==> config.mk <==
export PLATFORM = sky130hd
export DESIGN_NAME = stroke_capture
export DESIGN_NICKNAME = d
export VERILOG_FILES = /design/src/rtl/stroke_capture.sv
export SDC_FILE = /design/constraint.sdc
export NUM_CORES = 1
export LEC_CHECK = 0
export ABC_AREA = 1
export BUFFER_PORTS_ARGS = -buffer_cell sky130_fd_sc_hd__buf_4
export CORE_MARGIN = 3
export CORE_UTILIZATION = 50
export DETAILED_ROUTE_END_ITERATION = 10
export GPL_TIMING_DRIVEN = 0
export PLACE_DENSITY = 0.78
export SETUP_SLACK_MARGIN = 0.02
export SLEW_MARGIN = 25
export SYNTH_ARGS = -nofsm -noshare
export SYNTH_HDL_FRONTEND = slang
export SYNTH_SLANG_ARGS = --single-unit
==> constraint.sdc <==
create_clock -name i_clk -period 2 [get_ports i_clk]
set_clock_uncertainty 0.1 [all_clocks]
set_input_delay 0.1 -clock i_clk [delete_from_list [all_inputs] [get_ports i_clk]]
set_output_delay 0.1 -clock i_clk [all_outputs]
set_load 0.02 [all_outputs]
==> src/rtl/stroke_capture.sv <==
// Pen stroke capture: rasterises pen samples into a 12x8 bitmap and records
// the endpoints of the first two strokes. The result is frozen in DONE and
// presented with o_read_data_valid until i_clear.
//
// state  | meaning
// -------+-----------------------------------------------------------------
// IDLE   | empty bitmap, waiting for the first pen-down sample
// STROKE | pen is down, samples extend the current stroke
// GAP    | pen lifted, timeout counter running, next pen-down starts a stroke
// DONE   | result frozen, o_read_data_valid high until i_clear
module stroke_capture #(
    parameter int COLS    = 12,
    parameter int ROWS    = 8,
    parameter int TIMEOUT = 1000
) (
    input  logic       i_clk,
    input  logic       i_rst,
    input  logic       i_pt_valid,
    input  logic       i_pen_down,
    input  logic [3:0] i_x,
    input  logic [2:0] i_y,
    input  logic       i_done,
    input  logic       i_clear,
    output logic       o_read_data_valid,
    output logic [7:0] o_arr0,
    output logic [7:0] o_arr1,
    output logic [7:0] o_arr2,
    output logic [7:0] o_arr3,
    output logic [7:0] o_arr4,
    output logic [7:0] o_arr5,
    output logic [7:0] o_arr6,
    output logic [7:0] o_arr7,
    output logic [7:0] o_arr8,
    output logic [7:0] o_arr9,
    output logic [7:0] o_arr10,
    output logic [7:0] o_arr11,
    output logic [3:0] o_start_x0,
    output logic [2:0] o_start_y0,
    output logic [3:0] o_end_x0,
    output logic [2:0] o_end_y0,
    output logic [3:0] o_start_x1,
    output logic [2:0] o_start_y1,
    output logic [3:0] o_end_x1,
    output logic [2:0] o_end_y1,
    output logic [1:0] o_stroke_cnt,
    output logic       o_err
);

    localparam int CW = $clog2(TIMEOUT);

    typedef enum logic [1:0] {
        S_IDLE,
        S_STROKE,
        S_GAP,
        S_DONE
    } state_t;

    state_t                     state;
    state_t                     state_nxt;
    logic [COLS-1:0][ROWS-1:0]  bmp;
    logic [CW-1:0]              tmo_cnt;
    logic                       in_range;
    logic                       samp_ok;
    logic                       draw;
    logic                       lift;
    logic                       tmo_hit;

    // Sample qualification: a sample only counts when it is in range, the
    // result is not frozen and no clear is pending in the same cycle.
    always_comb begin
        in_range = ({1'b0, i_x} < 5'(COLS)) && ({1'b0, i_y} < 4'(ROWS));
        samp_ok  = i_pt_valid && in_range && (state != S_DONE) && !i_clear;
        draw     = samp_ok && i_pen_down;
        lift     = samp_ok && !i_pen_down;
        tmo_hit  = (tmo_cnt == CW'(TIMEOUT - 1));
    end

    // State register
    always_ff @(posedge i_clk or negedge i_rst) begin
        if (!i_rst) begin
            state <= S_IDLE;
        end else begin
            state <= state_nxt;
        end
    end

    // Next-state logic; a sample in the i_done cycle is still applied by the
    // datapath, so DONE simply takes priority over the stroke/gap moves.
    always_comb begin
        state_nxt = state;
        case (state)
            S_IDLE: begin
                if (draw) begin
                    state_nxt = i_done ? S_DONE : S_STROKE;
                end
            end
            S_STROKE: begin
                if (i_done) begin
                    state_nxt = S_DONE;
                end else if (lift) begin
                    state_nxt = S_GAP;
                end
            end
            S_GAP: begin
                if (i_done) begin
                    state_nxt = S_DONE;
                end else if (draw) begin
                    state_nxt = S_STROKE;
                end else if (tmo_hit) begin
                    state_nxt = S_DONE;
                end
            end
            default: state_nxt = S_DONE;
        endcase
        if (i_clear) begin
            state_nxt = S_IDLE;
        end
    end

    // Output decode
    always_comb begin
        o_read_data_valid = (state == S_DONE);
    end

    // Bitmap, stroke endpoints, stroke count, error flag and pen-up timer
    always_ff @(posedge i_clk or negedge i_rst) begin
        if (!i_rst) begin
            bmp          <= '0;
            tmo_cnt      <= '0;
            o_start_x0   <= '0;
            o_start_y0   <= '0;
            o_end_x0     <= '0;
            o_end_y0     <= '0;
            o_start_x1   <= '0;
            o_start_y1   <= '0;
            o_end_x1     <= '0;
            o_end_y1     <= '0;
            o_stroke_cnt <= '0;
            o_err        <= 1'b0;
        end else if (i_clear) begin
            bmp          <= '0;
            tmo_cnt      <= '0;
            o_start_x0   <= '0;
            o_start_y0   <= '0;
            o_end_x0     <= '0;
            o_end_y0     <= '0;
            o_start_x1   <= '0;
            o_start_y1   <= '0;
            o_end_x1     <= '0;
            o_end_y1     <= '0;
            o_stroke_cnt <= '0;
            o_err        <= 1'b0;
        end else begin
            if (i_pt_valid && !in_range && (state != S_DONE)) begin
                o_err <= 1'b1;
            end

            for (int c = 0; c < COLS; c++) begin
                if (draw && (i_x == 4'(c))) begin
                    bmp[c][i_y] <= 1'b1;
                end
            end

            case (state)
                S_IDLE: begin
                    if (draw) begin
                        o_stroke_cnt <= 2'd1;
                        o_start_x0   <= i_x;
                        o_start_y0   <= i_y;
                        o_end_x0     <= i_x;
                        o_end_y0     <= i_y;
                    end
                end
                S_STROKE: begin
                    // Strokes beyond the second draw pixels but keep no points.
                    if (draw && (o_stroke_cnt == 2'd1)) begin
                        o_end_x0 <= i_x;
                        o_end_y0 <= i_y;
                    end else if (draw && (o_stroke_cnt == 2'd2)) begin
                        o_end_x1 <= i_x;
                        o_end_y1 <= i_y;
                    end
                    if (lift) begin
                        tmo_cnt <= '0;
                    end
                end
                S_GAP: begin
                    if (draw) begin
                        if (o_stroke_cnt != 2'd3) begin
                            o_stroke_cnt <= o_stroke_cnt + 2'd1;
                        end
                        if (o_stroke_cnt == 2'd1) begin
                            o_start_x1 <= i_x;
                            o_start_y1 <= i_y;
                            o_end_x1   <= i_x;
                            o_end_y1   <= i_y;
                        end
                    end
                    if (!tmo_hit) begin
                        tmo_cnt <= tmo_cnt + CW'(1);
                    end
                end
                default: ;
            endcase
        end
    end

    assign o_arr0  = bmp[0];
    assign o_arr1  = bmp[1];
    assign o_arr2  = bmp[2];
    assign o_arr3  = bmp[3];
    assign o_arr4  = bmp[4];
    assign o_arr5  = bmp[5];
    assign o_arr6  = bmp[6];
    assign o_arr7  = bmp[7];
    assign o_arr8  = bmp[8];
    assign o_arr9  = bmp[9];
    assign o_arr10 = bmp[10];
    assign o_arr11 = bmp[11];

endmodule

==> results <==
- The run finished with clean final reports.
- Counting distinct cell types in the post-synthesis netlist gives 29.
- The switching share of power is 25.8%.
- The adder and majority gate portion of the synthesized area is 0.831%.
- IR analysis of the VDD net gives a maximum drop of 0.598 mV.
- Dividing the final minimum period by the clock period gives 92.4%.
- The number of iterations in the first detailed-routing pass is 5.
- The number of pins with negative max-slew slack in the final report is 0.
- For this design, the sink count on the clock tree is 139.
- The category of the critical setup timing path is reg -> reg.
- The per-cell routed wire length is 17.2 um.
- STA classifies the critical path startpoint as a register.
- Entering global routing, the biggest net connects 81 pins.
- The transition at the pin with the smallest max-transition slack is 761 ps.
- The number of nets in the synthesized netlist is 648.
- The worst pin sits at a relative slew slack of 49.3%.
- The area fraction in compound gates after synthesis is 15.6%.
- Among all stages on the critical path, the largest delay is contributed by dfrtp_1.
- The CTS buffer count is 17.
- CTS placed an instance of clkbuf_16 at the clock tree root.
- At the end of routability-driven placement, the weighted congestion stood at 0.910.
- The clock power share is 43.0%.
- For this run the aggregate overflow at the end of global routing stands at 0.
- The sequential group share of total power is 43.8%.
- The top fanout value on the critical path is 10.
- Cells fill 68.0% of the core in the end.
- In this run, the number of DRC markers left after iteration 0 of detailed routing was 357.
- In this design, the stage delay of the slowest critical-path cell is 430 ps.
- For this configuration, the core starts out at a cell density of 51.9%.
- The cell family with the largest share of critical-path delay is simple AND/OR/NAND/NOR gates.
- The horizontal extent of the die is 116 um.
- The overall global routing resource usage is 25.3%.
- The nature of the critical path endpoint is a register.
- The arrival time at the worst endpoint is 2030 ps.
- The predominant post-synthesis flop cell is dfrtp_1.
- Summed over all instances, the cell type with the most area after synthesis is dfrtp_1.
- Summing every instance area after synthesis gives 6020 um^2.
- The synthesis-to-layout area growth is 31.1%.
- The tool flagged a number of max-cap violations equal to 0.
- After Yosys synthesis, and, or, nand and nor cells account for 21.4% of the synthesized area.
- For this design the top-level I/O count stands at 141.
- Buffers added to address setup during post-CTS repair amount to 0.
- In this run the worst hold path is classified as in -> reg.
- For this run, the number of Yosys warnings is 0.
- The number of global-route vias before repair was 5125.
- In this run, synthesis produced a sequential element count of 139.
- The ratio of cells with drive above 1 in the final layout is 24.0%.
- In the post-synthesis netlist, the biggest area contributors are dfrtp_1 58%, o21a_1 12%, nor2_1 8.0%, nand2_1 5.9%, nand3_1 2.3%.
- After clock tree synthesis, the clock-pin slew on the worst setup and hold paths is 50 ps.
- The clock insertion delay at the later pin of the skew report is 420 ps.
- In this run the static leakage power is 4.08 nW.
- Power spread over the standard cell area amounts to 873 nW/um^2.
- The internal portion of the total power is 5.12 mW.
- The core region is 11600 um^2.
- The xor/xnor share of the synthesized area is 0%.
- The count of filler cells inserted in the layout is 905.
- The TritonCTS clock tree is built.
- Counting instances in the post-synthesis netlist gives the leading cell types as 139 x dfrtp_1, 129 x nor2_1, 96 x o21a_1.
- Setup repair after global routing left no endpoint under its margin.
- The number of buffers inserted by port buffering is 139.
- In the synthesized netlist, the number of instances is 631.
- The clock passes through at most 2 buffers.
- The initial antenna violation count was 0.
- The analysis attributes to net switching a power of 1.78 mW.
- At the end of the flow, the number of nets in the layout was 814.
- Traced cell by cell, the critical path runs through nand2_2, nand3_1, o21ai_1, nand3_2, buf_4, nand2_1, o21ai_0.
- The final number of hold-violating endpoints came to 0.
- The number of H-tree levels is 4.
- The sum of buffers and inverters on the critical path is 1.
- The final routed DRC violation total is 0.
- Setup violations remaining at the end of the flow were counted as 0.
- The routed design could run at a clock period as short as 1850 ps.
- After floorplanning, the core was divided into 39 placement rows.
- After synthesis, the share of flip-flops with an asynchronous set or reset is 100%.
- After synthesis, the largest family of logic cells by area is simple AND/OR/NAND/NOR gates.
- The area share of the largest cell type after synthesis is 57.7%.
- The HPWL after detailed placement is 11500 um.
- The total wirelength of the detailed-routed design is 16300 um.
- The floorplan step set the die height to 116 um.
- The sequential cell area fraction in the yosys report is 57.7%.
- At the worst endpoint, the required time is 2180 ps.
- The number of antenna diodes in the final layout is 0.
- The die outline area is 13400 um^2.
- Adding up every negative setup slack in the final design gives 0 ps.
- A synthesized cell averages 9.55 um^2.
- After detailed routing, the number of vias per cell comes to 5.35.
- The power share of the combinational group is 13.3%.
- The most frequently used cell type in the post-synthesis netlist is dfrtp_1.
- The timing-limited maximum frequency is 541 MHz.
- The detailed router placed 5076 vias in this run.
- The final antenna-violating net count is 0.
- The first global-routing pass estimated 26100 um of wire.
- Counting flops with a built-in enable in the synthesized netlist gives 0.
- After synthesis, the share of cell area in mux cells is 0%.
power by group through the flow:
stage,clock [mW],sequential [mW],combinational [mW]
3_5_place_dp,0,3.07,0.895
3_3_place_gp,0,3.06,0.857
6_report,2.96,3.02,0.915
4_1_cts,3.01,3.02,0.914
5_1_grt,3.12,3.03,0.997
2_1_floorplan,0,3.18,0.380
cells by family (layout without fill, tap and decap cells):
| family | after synthesis | count (layout) |
|---|---|---|
| AO/OA/AOI/OAI | 136 | 136 |
| AND/OR/NAND/NOR | 288 | 288 |
| flip-flops | 139 | 139 |
| adder cells (fa/ha/maj) | 4 | 4 |
| buffers and inverters | 64 | 238 |
layout make-up:
type / instances / area [um^2] / share of cell area, %
Timing Repair Buffer: 147 / 1150 / 14.5
Multi-Input combinational cell: 428 / 2280 / 28.9
Tap cell: 143 / 179 / 2.27
Buffer: 25 / 116 / 1.47
Inverter: 39 / 146 / 1.85
Clock buffer: 24 / 482 / 6.10
Sequential cell: 139 / 3480 / 44.0
Clock inverter: 3 / 65.1 / 0.824
cells in the final DEF (no fill, tap or decap), types with 2 or more instances in the layout:
cell / count
nand2_2: 2
dlygate4sd3_1: 7
o21bai_1: 2
buf_4: 139
clkbuf_8: 3
nor2_1: 129
nor2_4: 2
o21ai_0: 27
o21ai_1: 5
o21a_1: 96
nand4_1: 18
nand3_2: 2
bufinv_16: 2
ha_1: 4
inv_2: 4
dfrtp_1: 139
nand2_1: 94
buf_2: 3
clkbuf_1: 23
buf_6: 2
inv_1: 35
clkbuf_16: 17
nand2_4: 10
nand3_1: 28
layer usage:
metal	wire, um	global-route usage (%)
met1	6720	31.8
met2	7810	40.4
met3	1530	9.97
met4	263	8.51
met5	0	0
what timing repair did:
| item | 4_1_cts | 5_1_grt |
|---|---|---|
| gates resized for setup | 0 | 0 |
| hold endpoints to repair | 149 | 0 |
| hold buffers | 7 | 0 |
| endpoints found under the setup margin | 0 | 0 |
flip-flops by register name (all words and copies together), names as in the netlist, 8 cells and up:
signal,count
o_arr0,8
o_arr1,8
o_arr10,8
o_arr11,8
o_arr2,8
o_arr3,8
o_arr4,8
o_arr5,8
o_arr6,8
o_arr7,8
o_arr8,8
o_arr9,8
tmo_cnt,10
worst paths after layout:
kind                       slack [ps]        start     endpoint  depth (start not counted)
max                               150     state[1]   tmo_cnt[2]                          7
min                                70       i_x[1]  o_end_x0[1]                          5
max reg2reg                       150     state[1]   tmo_cnt[2]                          7
min reg2reg                       370  o_end_x0[1]  o_end_x0[1]                          2
max in group asynchronous         970        i_rst    o_arr1[3]                          3
min in group asynchronous         100        i_rst   tmo_cnt[8]                          2
metrics by stage:
stage	std cells	hold slack (ps)	instance area [um^2]	power, mW	setup slack, ps
after floorplan	631	-296	6020	3.56	465
after global placement	913	327	7250	3.92	229
after detailed placement	914	-44.7	7280	3.96	206
after CTS	948	45.0	7900	6.94	185
after global routing	948	75.9	7900	7.15	44.4
final	948	66.1	7900	6.90	151
worst register-to-register path, delay by kind of cell (launching register included):
| family | cells | cell delay (ps) |
|---|---|---|
| DFF | 1 | 430 |
| buffers and inverters | 1 | 240 |
| and+or+nand+nor | 4 | 600 |
| AOI/OAI and AO/OA | 2 | 340 |
No activity file was read; power rests on OpenSTA's default activity.
